`config.mk`:
```
export PLATFORM = sky130hd
export DESIGN_NAME = mips_control_fsm
export DESIGN_NICKNAME = d
export VERILOG_FILES = /design/src/rtl/mips_ctrl_pkg.sv /design/src/rtl/mips_alu_decode.sv /design/src/rtl/mips_control_fsm.sv
export SDC_FILE = /design/constraint.sdc
export NUM_CORES = 1
export LEC_CHECK = 0
export CAP_MARGIN = 15
export CORE_MARGIN = 2
export CORE_UTILIZATION = 40
export CTS_CLUSTER_DIAMETER = 120
export DETAILED_ROUTE_END_ITERATION = 10
export PLACE_DENSITY_LB_ADDON = 0.08
export SLEW_MARGIN = 5
export SYNTH_ARGS = -nofsm -noshare
export SYNTH_HDL_FRONTEND = slang
export SYNTH_SLANG_ARGS = --single-unit
export TNS_END_PERCENT = 20
```
`constraint.sdc`:
```
create_clock -name clk -period 3.15 [get_ports clk]
set_input_delay 0.7875 -clock clk [delete_from_list [all_inputs] [get_ports clk]]
set_output_delay 0.7875 -clock clk [all_outputs]
set_load 0.005 [all_outputs]
```
`src/rtl/mips_ctrl_pkg.sv`:
```
// Shared encodings for the multi-cycle MIPS control unit.
// Optional beq support is enabled with MIPS_CTRL_BRANCH_EN.
package mips_ctrl_pkg;

    localparam logic [5:0] OP_RTYPE = 6'h00;
    localparam logic [5:0] OP_LW    = 6'h23;
    localparam logic [5:0] OP_SW    = 6'h2B;
    localparam logic [5:0] OP_ADDI  = 6'h08;
    localparam logic [5:0] OP_BEQ   = 6'h04;

    localparam logic [5:0] FN_ADD = 6'h20;
    localparam logic [5:0] FN_SUB = 6'h22;
    localparam logic [5:0] FN_AND = 6'h24;
    localparam logic [5:0] FN_OR  = 6'h25;
    localparam logic [5:0] FN_SLT = 6'h2A;

    localparam logic [2:0] ALU_AND = 3'b000;
    localparam logic [2:0] ALU_OR  = 3'b001;
    localparam logic [2:0] ALU_ADD = 3'b010;
    localparam logic [2:0] ALU_SUB = 3'b110;
    localparam logic [2:0] ALU_SLT = 3'b111;

    localparam logic [2:0] S_IDLE   = 3'd0;
    localparam logic [2:0] S_DECODE = 3'd1;
    localparam logic [2:0] S_EXEC   = 3'd2;
    localparam logic [2:0] S_MEM    = 3'd3;
    localparam logic [2:0] S_WB     = 3'd4;

    typedef logic [2:0] state_t;

    typedef enum logic [2:0] {
        CL_ILLEGAL,
        CL_RTYPE,
        CL_LW,
        CL_SW,
        CL_ADDI,
        CL_BEQ
    } iclass_e;

    function automatic iclass_e classify(
        input logic [5:0] op,
        input logic [5:0] funct
    );
        iclass_e c;
        c = CL_ILLEGAL;
        case (op)
            OP_RTYPE: begin
                if (funct inside {FN_ADD, FN_SUB, FN_AND, FN_OR, FN_SLT})
                    c = CL_RTYPE;
            end
            OP_LW:   c = CL_LW;
            OP_SW:   c = CL_SW;
            OP_ADDI: c = CL_ADDI;
`ifdef MIPS_CTRL_BRANCH_EN
            OP_BEQ:  c = CL_BEQ;
`else
            OP_BEQ:  c = CL_ILLEGAL;
`endif
            default: c = CL_ILLEGAL;
        endcase
        return c;
    endfunction

endpackage

```
`src/rtl/mips_alu_decode.sv`:
```
// ALU opcode lookup from instruction class and R-type funct.
// Pure combinational so pipelined control can reuse it.
module mips_alu_decode
    import mips_ctrl_pkg::*;
#(
    parameter int ALUW = 3
) (
    input  iclass_e         cls,
    input  logic [5:0]      funct,
    output logic [ALUW-1:0] alu_op
);

    always_comb begin
        alu_op = '0;
        unique case (1'b1)
            (cls == CL_RTYPE): begin
                case (funct)
                    FN_ADD:  alu_op = ALUW'(ALU_ADD);
                    FN_SUB:  alu_op = ALUW'(ALU_SUB);
                    FN_AND:  alu_op = ALUW'(ALU_AND);
                    FN_OR:   alu_op = ALUW'(ALU_OR);
                    FN_SLT:  alu_op = ALUW'(ALU_SLT);
                    default: alu_op = '0;
                endcase
            end
            (cls == CL_LW),
            (cls == CL_SW),
            (cls == CL_ADDI): alu_op = ALUW'(ALU_ADD);
            (cls == CL_BEQ):  alu_op = ALUW'(ALU_SUB);
            default:          alu_op = '0;
        endcase
    end

endmodule

```
`src/rtl/mips_control_fsm.sv`:
```
// Multi-cycle MIPS control FSM: IDLE/DECODE/EXEC/MEM/WB sequencing.
// Define MIPS_CTRL_BRANCH_EN to make beq legal and drive Branch.
module mips_control_fsm
    import mips_ctrl_pkg::*;
#(
    parameter int IW   = 32,
    parameter int ALUW = 3
) (
    input  logic            clk,
    input  logic            rst,
    input  logic [IW-1:0]   I,
    input  logic            instr_valid,
    output logic            instr_ready,
    output logic [ALUW-1:0] opcode,
    output logic            RegW,
    output logic            Regdst,
    output logic            MemR,
    output logic            MemW,
    output logic            MemtoReg,
    output logic            ALUSrc,
    output logic            Branch,
    output logic            done,
    output logic            illegal
);

    if (IW != 32) begin : g_iw_check
        $error("mips_control_fsm: IW must be 32");
    end

    state_t          state;
    state_t          state_nx;
    logic [IW-1:0]   ir;
    iclass_e         cls;
    logic [ALUW-1:0] alu_op;
    logic            active;
    logic            unused_ir;

    assign cls       = classify(ir[31:26], ir[5:0]);
    assign unused_ir = ^ir[25:6];

    mips_alu_decode #(
        .ALUW (ALUW)
    ) u_alu_decode (
        .cls    (cls),
        .funct  (ir[5:0]),
        .alu_op (alu_op)
    );

    always_ff @(posedge clk) begin
        if (rst) begin
            state <= S_IDLE;
            ir    <= '0;
        end else begin
            state <= state_nx;
            if (state == S_IDLE && instr_valid)
                ir <= I;
        end
    end

    always_comb begin
        state_nx = state;
        unique case (state)
            S_IDLE: begin
                if (instr_valid)
                    state_nx = S_DECODE;
            end
            S_DECODE: begin
                state_nx = (cls == CL_ILLEGAL) ? S_IDLE : S_EXEC;
            end
            S_EXEC: begin
                case (cls)
                    CL_LW, CL_SW:      state_nx = S_MEM;
                    CL_RTYPE, CL_ADDI: state_nx = S_WB;
                    default:           state_nx = S_IDLE;
                endcase
            end
            S_MEM: begin
                state_nx = (cls == CL_LW) ? S_WB : S_IDLE;
            end
            S_WB:    state_nx = S_IDLE;
            default: state_nx = S_IDLE;
        endcase
    end

    // Instruction-dependent controls only leave zero once decode is over.
    assign active = (state == S_EXEC) || (state == S_MEM) || (state == S_WB);

    assign instr_ready = (state == S_IDLE);
    assign opcode      = active ? alu_op : '0;
    assign ALUSrc      = active && (cls inside {CL_LW, CL_SW, CL_ADDI});
    assign Regdst      = active && (cls == CL_RTYPE);
    assign MemtoReg    = active && (cls == CL_LW);
    assign MemR        = ((state == S_MEM) || (state == S_WB))
                         && (cls == CL_LW);

    // Side effects are masked while rst is high so an abort never commits.
    assign MemW    = !rst && (state == S_MEM) && (cls == CL_SW);
    assign RegW    = !rst && (state == S_WB);
    assign illegal = !rst && (state == S_DECODE) && (cls == CL_ILLEGAL);

`ifdef MIPS_CTRL_BRANCH_EN
    assign Branch = (state == S_EXEC) && (cls == CL_BEQ);
    assign done   = !rst && ((state == S_WB)
                    || ((state == S_MEM) && (cls == CL_SW))
                    || ((state == S_EXEC) && (cls == CL_BEQ)));
`else
    assign Branch = 1'b0;
    assign done   = !rst && ((state == S_WB)
                    || ((state == S_MEM) && (cls == CL_SW)));
`endif

endmodule

```
Yosys cells after proc, flatten, opt, wreduce, memory -nomap -nowiden
Cells that the tools add are included.
{"block": "totals", "out_inout_bits": 13, "word_cells": 55, "register_bits": 35}
{"block": "classes", "n_reduce_logical": 25, "eq_ne": 18, "muxes": 10}
{"cell": "$eq A6 B6 Y1 const B", "n": 7}
{"cell": "$pmux W3 S4", "n": 3}
{"cell": "$eq A3 B2 Y1 const B", "n": 4}
{"cell": "$logic_and A1 B1 Y1", "n": 12}
{"cell": "$eq A3 B3 Y1 const B", "n": 3}
{"cell": "$mux W3", "n": 3}
{"cell": "$pmux W3 S3", "n": 1}
{"cell": "$eq A3 B1 Y1 const B", "n": 2}
{"cell": "$eq A6 B4 Y1 const B", "n": 1}
{"cell": "$logic_not A3 Y1", "n": 2}
{"cell": "$logic_not A6 Y1", "n": 1}
{"cell": "$pmux W3 S2", "n": 1}
{"cell": "$reduce_bool A5 Y1", "n": 1}
{"cell": "$logic_or A1 B1 Y1", "n": 4}
{"cell": "$reduce_or A2 Y1", "n": 2}
{"cell": "$reduce_bool A3 Y1", "n": 1}
{"cell": "$reduce_or A3 Y1", "n": 1}
{"cell": "$mux W2", "n": 1}
{"cell": "$ne A2 B2 Y1 const B", "n": 1}
{"cell": "$logic_not A1 Y1", "n": 1}
{"cell": "$mux W1", "n": 1}

Longest topological paths before layout
Gate-level depths: netlist (run 1).
{"block": "depth", "ltp_word": 8, "ltp_mapped": 6, "ltp_nobuf": 4}

Cells and area by module
Synthesis (run 1) repeated with hierarchy kept, for this count alone.
{"block": "unflattened", "hier_cells": 113, "hier_area_um2": 897.1}
{"module": "mips_control_fsm", "cells_each": 103, "area_each_um2": 807.0, "instances": 1}
{"module": "mips_alu_decode", "cells_each": 10, "area_each_um2": 90.1, "instances": 1}

Worst setup path before layout (run 1)
Ideal clock, no wire load.
{"block": "synth_timing", "path_kind": "input to output", "start": "input port rst", "end": "output port RegW", "arrival_time_ns": 1.358, "stages": 3, "path_buffers": 2, "slack_ns": 1.004, "path_cell_list": "clkbuf_1 > clkbuf_1 > nor2_1"}
{"block": "synth_between", "elab_chain_len": 2}
{"item": "from (decl)", "line": "mips_control_fsm.sv:10", "source": "input logic rst,"}
{"item": "$logic_not A1 Y1", "line": "mips_control_fsm.sv:98", "source": "assign RegW = !rst && (state == S_WB);"}
{"item": "$logic_and A1 B1 Y1", "line": "mips_control_fsm.sv:98"}
{"item": "to (decl)", "line": "mips_control_fsm.sv:15", "source": "output logic RegW,"}
No other way between the ends.

Final worst setup path (run 1)
{"block": "layout_timing", "start": "input port rst", "end": "output port done"}
{"block": "layout_between", "elab_chain_len": 2}
{"item": "$logic_not A1 Y1", "line": "mips_control_fsm.sv:108", "source": "assign done = !rst && ((state == S_WB)"}
{"item": "$logic_and A1 B1 Y1", "line": "mips_control_fsm.sv:108"}
{"item": "to (decl)", "line": "mips_control_fsm.sv:22", "source": "output logic done,"}
No other way between the ends.

==> impl_metrics.prom, run 1 <==
# TYPE chip_impl_metric gauge
chip_impl_metric{name="die-area",unit="sq mm"} 0.00249
chip_impl_metric{name="regToRegSetupSlack",unit="ns"} 1.87
chip_impl_info{name="cpMaxStageDelayCell",value="clkdlybuf4s50_1"} 1
chip_impl_info{name="yosysMostFrequentCell",value="nand2_1"} 1
chip_impl_metric{name="mappedNetlistArea",unit="sq um"} 843
chip_impl_metric{name="grt-ovfl-total",unit=""} 0
chip_impl_metric{name="clkLatencyLatePin",unit="ns"} 0.29
chip_impl_info{name="synthDominantAreaCellType",value="dfxtp_1"} 1
chip_impl_metric{name="post-layout-total-power",unit="mW"} 0.401
chip_impl_metric{name="chipWidth",unit="microns"} 49.9
chip_impl_metric{name="die_h",unit="microns"} 49.9
chip_impl_info{name="timing.critical_path.to_type",value="output port"} 1
chip_impl_metric{name="post_cts.resized_instances",unit=""} 0
chip_impl_metric{name="number_of_global_route_vias_before_repair",unit=""} 731
chip_impl_metric{name="dp_hpwl",unit="microns"} 1440
chip_impl_metric{name="htree_levels",unit=""} 1
chip_impl_metric{name="postCtsSetupRepairBufs",unit=""} 0
chip_impl_metric{name="floorplan.core_area",unit="sq mm"} 0.00198
chip_impl_metric{name="critical_path.n_buffers_inverters",unit=""} 2
chip_impl_metric{name="synthDominantCellAreaShare",unit=""} 0.356
chip_impl_metric{name="setup_tns",unit="ns"} 0
chip_impl_metric{name="drc_errors",unit=""} 0
chip_impl_metric{name="arrival",unit="ns"} 2.22
chip_impl_metric{name="final-seq-area",unit="sq um"} 300
chip_impl_metric{name="diodes",unit=""} 0
chip_impl_metric{name="finalSetupViolations",unit=""} 0
chip_impl_metric{name="cts_hold_buffers",unit=""} 0
chip_impl_metric{name="io_pins",unit=""} 48
chip_impl_metric{name="cts.clk_slew.worst_paths",unit="ns"} 0.09
chip_impl_metric{name="postSynthAreaPerCell",unit="sq um"} 7.81
chip_impl_metric{name="crit_path_max_fanout",unit=""} 3
chip_impl_metric{name="cts_buffers",unit=""} 3
chip_impl_metric{name="routedWlPerCell",unit="microns"} 11.5
chip_impl_metric{name="synth-seq-area-share",unit=""} 0.356
chip_impl_metric{name="fin_nets",unit=""} 169
chip_impl_info{name="cts.root.buffer_cell",value="clkbuf_4"} 1
chip_impl_metric{name="finalClockSkew",unit="ns"} 0.00498
chip_impl_metric{name="cap_violations",unit=""} 0
chip_impl_metric{name="ys_ff_latch",unit=""} 15
chip_impl_metric{name="multi_input_combinational_cell_area",unit="sq um"} 499
chip_impl_metric{name="maxSlewViolCount",unit=""} 0
chip_impl_metric{name="largest_net_degree_at_the_start_of_global_routing",unit=""} 16
chip_impl_metric{name="drt_first_pass_iters",unit=""} 4
chip_impl_metric{name="postSynth.asyncResetShare",unit=""} 0
chip_impl_metric{name="number_of_enable_type_register_cells_in_the_synthesized_netlist",unit=""} 0
chip_impl_metric{name="fp-row-count",unit=""} 16
chip_impl_metric{name="vias",unit=""} 814
chip_impl_info{name="start_kind",value="input port"} 1
chip_impl_metric{name="drive_above_1_share",unit=""} 0.113
chip_impl_metric{name="cts_max_path_buffers",unit=""} 2
chip_impl_metric{name="synth_warnings",unit=""} 0
chip_impl_metric{name="clock_sinks",unit=""} 15
chip_impl_info{name="synthTopCellsByCount",value="nand2_1 (30), dfxtp_1 (15), a21oi_1 (14)"} 1
chip_impl_metric{name="synth.distinct_cells",unit=""} 32
chip_impl_info{name="dominantRegCellSynth",value="dfxtp_1"} 1
chip_impl_metric{name="p_leak",unit="nW"} 0.415
chip_impl_metric{name="globalplace.congestion",unit=""} 0.769
chip_impl_metric{name="layout_worst_path_cycle_share",unit=""} 0.955
chip_impl_metric{name="max_clock_freq",unit="GHz"} 0.332
chip_impl_metric{name="max_stage_delay",unit="ns"} 0.52
chip_impl_metric{name="port-buffer-count",unit=""} 26
chip_impl_metric{name="track_usage",unit=""} 0.164
chip_impl_info{name="status",value="finished clean"} 1
chip_impl_metric{name="timing.final.crit_period",unit="ns"} 3.01
chip_impl_info{name="grt_setup_unrepaired",value="false"} 1
chip_impl_metric{name="area_delta_synth_final",unit="%"} 34.7
chip_impl_metric{name="grt_first_pass_wirelength",unit="microns"} 3080
chip_impl_info{name="worstPathCellList",value="clkdlybuf4s50_1 > nor2_1 > nand3_1 > o22ai_1 > clkdlybuf4s50_1"} 1
chip_impl_metric{name="number_of_standard_cells_after_synthesis",unit=""} 108
chip_impl_metric{name="crit_required",unit="ns"} 2.36
chip_impl_info{name="worst_setup_path_class",value="in2out"} 1
chip_impl_metric{name="final_util",unit=""} 0.573
chip_impl_metric{name="initialDrtViolationCount",unit=""} 14
chip_impl_info{name="hold_path_class",value="reg2reg"} 1
chip_impl_metric{name="routed_via_density",unit=""} 5.09
chip_impl_info{name="netlist_top_cells_area",value="dfxtp_1 (36%), nand2_1 (13%), a21oi_1 (8.3%)"} 1
chip_impl_metric{name="timing_hold_violations_final",unit=""} 0
chip_impl_metric{name="initial_core_util",unit=""} 0.426
chip_impl_info{name="top_cell_by_count_worst_path",value="clkdlybuf4s50_1"} 1
chip_impl_metric{name="grt_antenna_before_repair",unit=""} 0
chip_impl_metric{name="cell_area_power_density",unit="mW/mm^2"} 353
chip_impl_metric{name="filler_cell_count",unit=""} 197
chip_impl_metric{name="wirelength",unit="microns"} 1840
chip_impl_metric{name="irDropWorstVdd",unit="uV"} 234
chip_impl_metric{name="postRouteAntennaNets",unit=""} 0
chip_impl_info{name="worst_path_dominant_cell_family",value="buffers and inverters"} 1
chip_impl_info{name="tritoncts",value="done"} 1
chip_impl_metric{name="post_synthesis_net_count",unit=""} 143
## where the power goes
part,leakage (nW),internal [mW],switching [mW]
sequential,0.123,0.200,0.0127
clock,0.0177,0.0473,0.0665
combinational,0.274,0.0393,0.0354
total,0.415,0.286,0.115
## cells in the final DEF, fill, tap and decap left out
cell type | synthesis | final
clkbuf_4 | 0 | 3
nor3_4 | 2 | 2
and3_2 | 1 | 1
nand3_1 | 1 | 1
nor3_1 | 3 | 3
mux2i_1 | 2 | 2
a21oi_2 | 2 | 2
nand4b_4 | 1 | 1
a21oi_1 | 14 | 14
nor2_1 | 10 | 10
and4bb_2 | 1 | 1
o22ai_1 | 2 | 2
and2_4 | 1 | 1
clkinv_2 | 0 | 1
buf_4 | 1 | 1
nand2_1 | 30 | 30
clkdlybuf4s50_1 | 0 | 26
o21bai_1 | 1 | 1
nand4b_1 | 1 | 1
nor2b_1 | 2 | 2
nand2b_1 | 1 | 1
o21a_1 | 1 | 1
and3b_1 | 1 | 1
conb_1 | 1 | 1
and3_1 | 1 | 1
nor4_4 | 1 | 1
o31a_1 | 1 | 1
inv_1 | 2 | 2
a31oi_1 | 2 | 2
nand4_1 | 1 | 1
dfxtp_1 | 15 | 15
and4b_4 | 1 | 1
## worst paths after layout
check	cells after the start	start	endpoint
setup / recovery	5	rst	done
setup reg to reg	4	ir[1]	state[1]
hold reg to reg	2	ir[4]	ir[4]
hold / removal	2	ir[4]	ir[4]
## final cells by class
cell class | count | share of cell area
clock buffer | 3 | 0.0198
sequential | 15 | 0.264
multi-input combinational | 85 | 0.439
clock inverter | 1 | 0.00441
inverter | 2 | 0.00661
tap | 27 | 0.0297
timing repair buffer | 27 | 0.236
## cells by family (layout without fill, tap and decap cells)
logic type	after synthesis	count (layout)	share of synthesized area
AND/OR/NAND/NOR	59	59	0.402
AO/OA/AOI/OAI	23	23	0.162
flip-flops	15	15	0.356
buffers and inverters	8	33	0.0519
multiplexers	2	2	0.0237
other	1	1	0.00445
## worst register-to-register path, stage by stage (launching register included)
cell and delay (ns):
dfxtp_1 0.41, mux2i_1 0.11, and4b_4 0.24, o31a_1 0.26, and3b_1 0.16
## through the flow
| step | cell area (sq um) | hold slack (ns) | setup slack, ns | std cells |
|---|---|---|---|---|
| floorplan | 843 | 0.440 | 1.00 | 108 |
| global placement | 1110 | 0.463 | 0.152 | 156 |
| detailed placement | 1110 | 0.466 | 0.142 | 156 |
| CTS | 1140 | 0.479 | 0.139 | 160 |
| global route | 1140 | 0.521 | 0.0678 | 160 |
| finish | 1140 | 0.475 | 0.140 | 160 |
## registers in the layout, summed over array words and instances (netlist names)
register	flops
ir	12
state	3
## metal layers
layer / vias to the layer above / routed length, microns / track usage
met1: 381 / 808 / 0.202
li1: 417 / - / -
met5: - / 0 / 0
met3: 3 / 51 / 0.0364
met4: 0 / 29 / 0.0833
met2: 13 / 952 / 0.267
Note: power is estimated with default switching activity, not from simulation.
==> run 2: changes to the inputs <==
--- a/config.mk
+++ b/config.mk
@@ -5,12 +5,11 @@
 export SDC_FILE = /design/constraint.sdc
 export NUM_CORES = 1
 export LEC_CHECK = 0
-export CAP_MARGIN = 15
-export CORE_MARGIN = 2
+export CORE_MARGIN = 5
 export CORE_UTILIZATION = 40
 export CTS_CLUSTER_DIAMETER = 120
 export DETAILED_ROUTE_END_ITERATION = 10
-export PLACE_DENSITY_LB_ADDON = 0.08
+export PLACE_DENSITY = 0.85
 export SLEW_MARGIN = 5
 export SYNTH_ARGS = -nofsm -noshare
 export SYNTH_HDL_FRONTEND = slang
==> impl_metrics.prom, run 2 (synthesized netlist as in run 1, its figures left out) <==
# TYPE chip_impl_metric gauge
chip_impl_metric{name="die-area",unit="sq mm"} 0.00313
chip_impl_metric{name="switching_power",unit="mW"} 0.106
chip_impl_info{name="top_cell_by_count_worst_path",value="clkdlybuf4s50_1"} 1
chip_impl_info{name="origin_of_the_worst_setup_path",value="rst"} 1
chip_impl_metric{name="wirelength",unit="microns"} 1930
chip_impl_info{name="top_regs",value="ir x12, state x3"} 1
chip_impl_metric{name="post-layout-total-power",unit="mW"} 0.394
chip_impl_metric{name="postCtsSetupRepairBufs",unit=""} 0
chip_impl_metric{name="dp_cells",unit=""} 156
chip_impl_metric{name="final_util",unit=""} 0.573
chip_impl_info{name="worstPathCellList",value="clkdlybuf4s50_1 > nor2_1 > nand3_1 > o22ai_1 > clkdlybuf4s50_1"} 1
chip_impl_metric{name="drive_above_1_share",unit=""} 0.105
chip_impl_metric{name="post_cts.resized_instances",unit=""} 0
chip_impl_metric{name="setup_tns",unit="ns"} 0
chip_impl_metric{name="initialDrtViolationCount",unit=""} 23
chip_impl_metric{name="share_comb_of_total_power",unit=""} 0.188
chip_impl_info{name="tritoncts",value="done"} 1
chip_impl_metric{name="arrival",unit="ns"} 2.22
chip_impl_metric{name="drt_first_pass_iters",unit=""} 4
chip_impl_info{name="worst_setup_path_class",value="in2out"} 1
chip_impl_metric{name="finish.instance_area",unit="sq mm"} 0.00113
chip_impl_metric{name="max_stage_delay",unit="ns"} 0.51
chip_impl_metric{name="dp_hpwl",unit="microns"} 1530
chip_impl_info{name="status",value="finished clean"} 1
chip_impl_metric{name="port-buffer-count",unit=""} 26
chip_impl_metric{name="cts.clk_slew.worst_paths",unit="ns"} 0.09
chip_impl_info{name="grt_setup_unrepaired",value="false"} 1
chip_impl_metric{name="finalClockSkew",unit="ns"} 0.00649
chip_impl_metric{name="critical_path.n_buffers_inverters",unit=""} 2
chip_impl_metric{name="filler_cell_count",unit=""} 183
chip_impl_metric{name="globalplace.congestion",unit=""} 0.741
chip_impl_metric{name="routedWlPerCell",unit="microns"} 12.1
chip_impl_metric{name="cts_buffers",unit=""} 3
chip_impl_info{name="cts.root.buffer_cell",value="clkbuf_4"} 1
chip_impl_metric{name="floorplan.core_area",unit="sq mm"} 0.00198
chip_impl_info{name="hold_start",value="ir[5]"} 1
chip_impl_metric{name="fin_nets",unit=""} 169
chip_impl_metric{name="number_of_global_route_vias_before_repair",unit=""} 776
chip_impl_metric{name="cap_violations",unit=""} 0
chip_impl_metric{name="grt_first_pass_wirelength",unit="microns"} 3330
chip_impl_metric{name="cts_max_path_buffers",unit=""} 2
chip_impl_metric{name="power.switching_fraction",unit=""} 0.268
chip_impl_metric{name="io_pins",unit=""} 48
chip_impl_info{name="timing.critical_path.to_type",value="output port"} 1
chip_impl_metric{name="grt_antenna_before_repair",unit=""} 0
chip_impl_metric{name="timing_hold_violations_final",unit=""} 0
chip_impl_metric{name="finalSetupViolations",unit=""} 0
chip_impl_metric{name="intPower",unit="mW"} 0.288
chip_impl_metric{name="largest_register_ffs",unit=""} 12
chip_impl_metric{name="layout_worst_path_cycle_share",unit=""} 0.955
chip_impl_metric{name="clock_sinks",unit=""} 15
chip_impl_metric{name="drc_errors",unit=""} 0
chip_impl_metric{name="fp-row-count",unit=""} 16
chip_impl_metric{name="maxSlewViolCount",unit=""} 0
chip_impl_metric{name="irDropWorstVdd",unit="uV"} 264
chip_impl_metric{name="postRouteAntennaNets",unit=""} 0
chip_impl_metric{name="crit_required",unit="ns"} 2.36
chip_impl_metric{name="area_delta_synth_final",unit="%"} 34.6
chip_impl_metric{name="cts_hold_buffers",unit=""} 0
chip_impl_metric{name="largest_net_degree_at_the_start_of_global_routing",unit=""} 16
chip_impl_metric{name="cell_area_power_density",unit="mW/mm^2"} 347
chip_impl_info{name="worst_path_dominant_cell_family",value="buffers and inverters"} 1
chip_impl_metric{name="clockPowerShare",unit=""} 0.271
chip_impl_metric{name="max_clock_freq",unit="GHz"} 0.332
chip_impl_metric{name="htree_levels",unit=""} 1
chip_impl_metric{name="routed_via_density",unit=""} 5.11
chip_impl_metric{name="vias",unit=""} 817
chip_impl_metric{name="timing.final.crit_period",unit="ns"} 3.01
chip_impl_info{name="layout.cells.most_common_list",value="nand2_1 (30), clkdlybuf4s50_1 (26), dfxtp_1 (15)"} 1
chip_impl_info{name="cpMaxStageDelayCell",value="clkdlybuf4s50_1"} 1
chip_impl_metric{name="crit_path_max_fanout",unit=""} 3
chip_impl_info{name="start_kind",value="input port"} 1
chip_impl_metric{name="initial_core_util",unit=""} 0.426
chip_impl_metric{name="final_cell_count_no_fill",unit=""} 160
chip_impl_info{name="most_common_cell_after_layout_fill_and_taps_aside",value="nand2_1"} 1
chip_impl_info{name="hold_path_class",value="reg2reg"} 1
chip_impl_metric{name="track_usage",unit=""} 0.131
chip_impl_metric{name="clkLatencyLatePin",unit="ns"} 0.27
chip_impl_metric{name="die_h",unit="microns"} 55.9
chip_impl_metric{name="p_leak",unit="nW"} 0.412
chip_impl_metric{name="diodes",unit=""} 0
chip_impl_info{name="reg2reg_start",value="ir[1]"} 1
chip_impl_info{name="largest-register",value="ir"} 1
chip_impl_metric{name="chipWidth",unit="microns"} 55.9
chip_impl_metric{name="power_frac_seq",unit=""} 0.541
chip_impl_metric{name="dpl_cell_area",unit="sq mm"} 0.00111
chip_impl_metric{name="grt-ovfl-total",unit=""} 0
-- run 2: cell count changes in the layout (fill, tap and decap cells not counted), sizes merged --
| cell | before | now |
|---|---|---|
| clkbuf | 3 | 4 |
| clkinv | 1 | 0 |
-- run 2: power by group through the flow --
stage	Clock (mW)	Sequential (mW)	Combinational, mW
3_3_place_gp	0	0.216	0.0725
3_5_place_dp	0	0.217	0.0743
2_1_floorplan	0	0.213	0.0510
6_report	0.107	0.213	0.0742
4_1_cts	0.110	0.213	0.0748
5_1_grt	0.121	0.215	0.0826
-- run 2: final timing paths --
kind	end	slack, ns	depth (start not counted)
max	done	0.14	5
max reg2reg	state[1]	1.88	4
min	ir[5]	0.49	2
min reg2reg	ir[5]	0.49	2
-- run 2: stage by stage --
step / worst slack (ns) / hold WS, ns
6_report: 0.140 / 0.488
5_1_grt: 0.0380 / 0.512
4_1_cts: 0.137 / 0.490
3_5_place_dp: 0.139 / 0.477
3_3_place_gp: 0.143 / 0.459
2_1_floorplan: 1.00 / 0.440
-- run 2: final cells by class --
cell class	count	area, sq um	share of cell area
multi-input combinational	85	499	0.440
sequential	15	300	0.265
timing repair buffer	27	268	0.236
tap	27	33.8	0.0298
clock buffer	4	26.3	0.0232
inverter	2	7.51	0.00662
-- run 2: worst min-delay path, stage by stage (launching register included) --
cell,delay (ns)
dfxtp_1,0.33
nand2_1,0.06
a21oi_1,0.05
-- run 2: metal layers --
layer,wire length (microns),share of wire,track usage
met1,812,0.42,0.151
met2,967,0.50,0.225
met3,114,0.059,0.0325
met4,34,0.018,0.0610
met5,0,0,0
==> run 3: changes to the inputs <==
--- a/config.mk
+++ b/config.mk
@@ -6,10 +6,11 @@
 export NUM_CORES = 1
 export LEC_CHECK = 0
 export CORE_MARGIN = 5
-export CORE_UTILIZATION = 40
+export CORE_UTILIZATION = 55
 export CTS_CLUSTER_DIAMETER = 120
 export DETAILED_ROUTE_END_ITERATION = 10
-export PLACE_DENSITY = 0.85
+export DONT_BUFFER_PORTS = 1
+export PLACE_DENSITY = 0.71
 export SLEW_MARGIN = 5
 export SYNTH_ARGS = -nofsm -noshare
 export SYNTH_HDL_FRONTEND = slang
==> impl_metrics.prom, run 3 (synthesized netlist as in run 1, its figures left out) <==
# TYPE chip_impl_metric gauge
chip_impl_metric{name="fp-row-count",unit=""} 14
chip_impl_metric{name="area_delta_synth_final",unit="%"} 1.19
chip_impl_info{name="hold_start",value="ir[4]"} 1
chip_impl_metric{name="globalplace.congestion",unit=""} 0.724
chip_impl_metric{name="chipWidth",unit="microns"} 49.2
chip_impl_metric{name="grt_first_pass_wirelength",unit="microns"} 2880
chip_impl_metric{name="postRouteAntennaNets",unit=""} 0
chip_impl_metric{name="routed_via_density",unit=""} 5.84
chip_impl_metric{name="die-area",unit="sq mm"} 0.00242
chip_impl_metric{name="post-layout-total-power",unit="mW"} 0.372
chip_impl_metric{name="p_leak",unit="nW"} 0.311
chip_impl_info{name="critical_path.reg2reg.endpoint",value="state[1]"} 1
chip_impl_info{name="top_regs",value="ir x12, state x3"} 1
chip_impl_metric{name="post-route-worst-setup-slack",unit="ns"} 0.833
chip_impl_metric{name="floorplan.core_area",unit="sq mm"} 0.00147
chip_impl_metric{name="dpl_worst_slack",unit="ns"} 1.09
chip_impl_metric{name="setup_tns",unit="ns"} 0
chip_impl_metric{name="largest_net_degree_at_the_start_of_global_routing",unit=""} 17
chip_impl_info{name="hold-path-endpoint",value="ir[4]"} 1
chip_impl_metric{name="grt-ovfl-total",unit=""} 0
chip_impl_metric{name="track_usage",unit=""} 0.152
chip_impl_metric{name="drt_first_pass_iters",unit=""} 4
chip_impl_metric{name="diodes",unit=""} 0
chip_impl_metric{name="worst_hold_path.num_cells",unit=""} 2
chip_impl_info{name="cts.root.buffer_cell",value="clkbuf_4"} 1
chip_impl_metric{name="cts_hold_buffers",unit=""} 0
chip_impl_metric{name="port-buffer-count",unit=""} 0
chip_impl_metric{name="cts.clk_slew.worst_paths",unit="ns"} 0.08
chip_impl_info{name="largest-register",value="ir"} 1
chip_impl_metric{name="irDropWorstVdd",unit="uV"} 242
chip_impl_info{name="status",value="finished clean"} 1
chip_impl_metric{name="wirelength",unit="microns"} 1730
chip_impl_metric{name="initial_core_util",unit=""} 0.573
chip_impl_metric{name="io_pins",unit=""} 48
chip_impl_metric{name="vias",unit=""} 713
chip_impl_metric{name="largest_register_ffs",unit=""} 12
chip_impl_metric{name="drc_errors",unit=""} 0
chip_impl_metric{name="cts_max_path_buffers",unit=""} 2
chip_impl_info{name="worst_setup_path_class",value="reg2out"} 1
chip_impl_info{name="start_kind",value="register"} 1
chip_impl_metric{name="dp_cells",unit=""} 118
chip_impl_metric{name="regToRegSetupSlack",unit="ns"} 1.86
chip_impl_metric{name="clock_sinks",unit=""} 15
chip_impl_metric{name="timing.reg2reg.worst_path_depth",unit=""} 4
chip_impl_info{name="tritoncts",value="done"} 1
chip_impl_metric{name="layout_worst_path_cycle_share",unit=""} 0.736
chip_impl_info{name="layout.cells.most_common_list",value="nand2_1 (30), dfxtp_1 (15), a21oi_1 (14)"} 1
chip_impl_info{name="reg2reg_start",value="ir[1]"} 1
chip_impl_metric{name="cell_area_power_density",unit="mW/mm^2"} 436
chip_impl_metric{name="timing_hold_violations_final",unit=""} 0
chip_impl_metric{name="final_cell_count_no_fill",unit=""} 122
chip_impl_info{name="hold_path_class",value="reg2reg"} 1
chip_impl_info{name="worstPathCellList",value="nor3_4 > a21oi_2 > nor4_4 > o21bai_1"} 1
chip_impl_info{name="most_common_cell_after_layout_fill_and_taps_aside",value="nand2_1"} 1
chip_impl_metric{name="initialDrtViolationCount",unit=""} 8
chip_impl_metric{name="number_of_global_route_vias_before_repair",unit=""} 676
chip_impl_metric{name="cts_buffers",unit=""} 3
chip_impl_metric{name="routedWlPerCell",unit="microns"} 14.2
chip_impl_metric{name="maxSlewViolCount",unit=""} 0
chip_impl_metric{name="max_stage_delay",unit="ns"} 0.35
chip_impl_metric{name="fin_nets",unit=""} 142
chip_impl_metric{name="finalSetupViolations",unit=""} 0
chip_impl_metric{name="die_h",unit="microns"} 49.2
chip_impl_metric{name="dp_hpwl",unit="microns"} 1320
chip_impl_metric{name="drive_above_1_share",unit=""} 0.123
chip_impl_metric{name="grt_antenna_before_repair",unit=""} 0
chip_impl_metric{name="timing.final.crit_period",unit="ns"} 2.32
chip_impl_metric{name="htree_levels",unit=""} 1
chip_impl_metric{name="cap_violations",unit=""} 0
chip_impl_metric{name="postCtsSetupRepairBufs",unit=""} 0
chip_impl_metric{name="final_util",unit=""} 0.580
chip_impl_info{name="timing.critical_path.to_type",value="output port"} 1
chip_impl_info{name="grt_setup_unrepaired",value="false"} 1
chip_impl_info{name="cpMaxStageDelayCell",value="dfxtp_1"} 1
chip_impl_metric{name="crit_path_max_fanout",unit=""} 5
chip_impl_metric{name="post_cts.resized_instances",unit=""} 0
chip_impl_metric{name="clkLatencyLatePin",unit="ns"} 0.28
chip_impl_metric{name="crit_required",unit="ns"} 2.36
chip_impl_metric{name="arrival",unit="ns"} 1.53
chip_impl_metric{name="max_clock_freq",unit="GHz"} 0.432
chip_impl_metric{name="finalClockSkew",unit="ns"} 0.00109
## run 3: through the flow
stage,hold WS (ns),cell area [sq um]
finish,0.469,853
detailed placement,0.457,827
global route,0.487,853
CTS,0.470,853
floorplan,0.440,843
global placement,0.456,827
## run 3: how the worst max path moves through the flow
stage | start | to | slack [ns] | depth (start not counted)
4_1_cts | ir[27] | opcode[1] | 0.81 | 4
2_1_floorplan | rst | RegW | 1.00 | 3
3_3_place_gp | rst | done | 1.11 | 3
5_1_grt | state[1] | opcode[1] | 0.72 | 4
6_report | ir[27] | opcode[1] | 0.83 | 4
3_5_place_dp | rst | done | 1.09 | 3
## run 3: area by class of cell
cell class	instances	area [sq um]
Fill cell	150	618
Multi-Input combinational cell	85	499
Sequential cell	15	300
Clock buffer	4	26.3
Tap cell	16	20.0
Inverter	2	7.51
## run 3: power breakdown
group	leakage [nW]	internal (mW)	switching [mW]
sequential	0.123	0.200	0.0127
clock	0.0150	0.0492	0.0599
combinational	0.173	0.0213	0.0290
total	0.311	0.270	0.102
## run 3: critical path: cells and delay by family (launching register included)
kind / cells / cell delay (ns)
compound gates: 2 / 0.29
flops: 1 / 0.35
simple gates: 2 / 0.60
## run 3: routing by layer
metal,wire length [microns],track usage,share of wire
met1,749,0.177,0.43
met2,846,0.242,0.49
met3,112,0.0550,0.065
met4,25,0.0717,0.014
met5,0,0,0
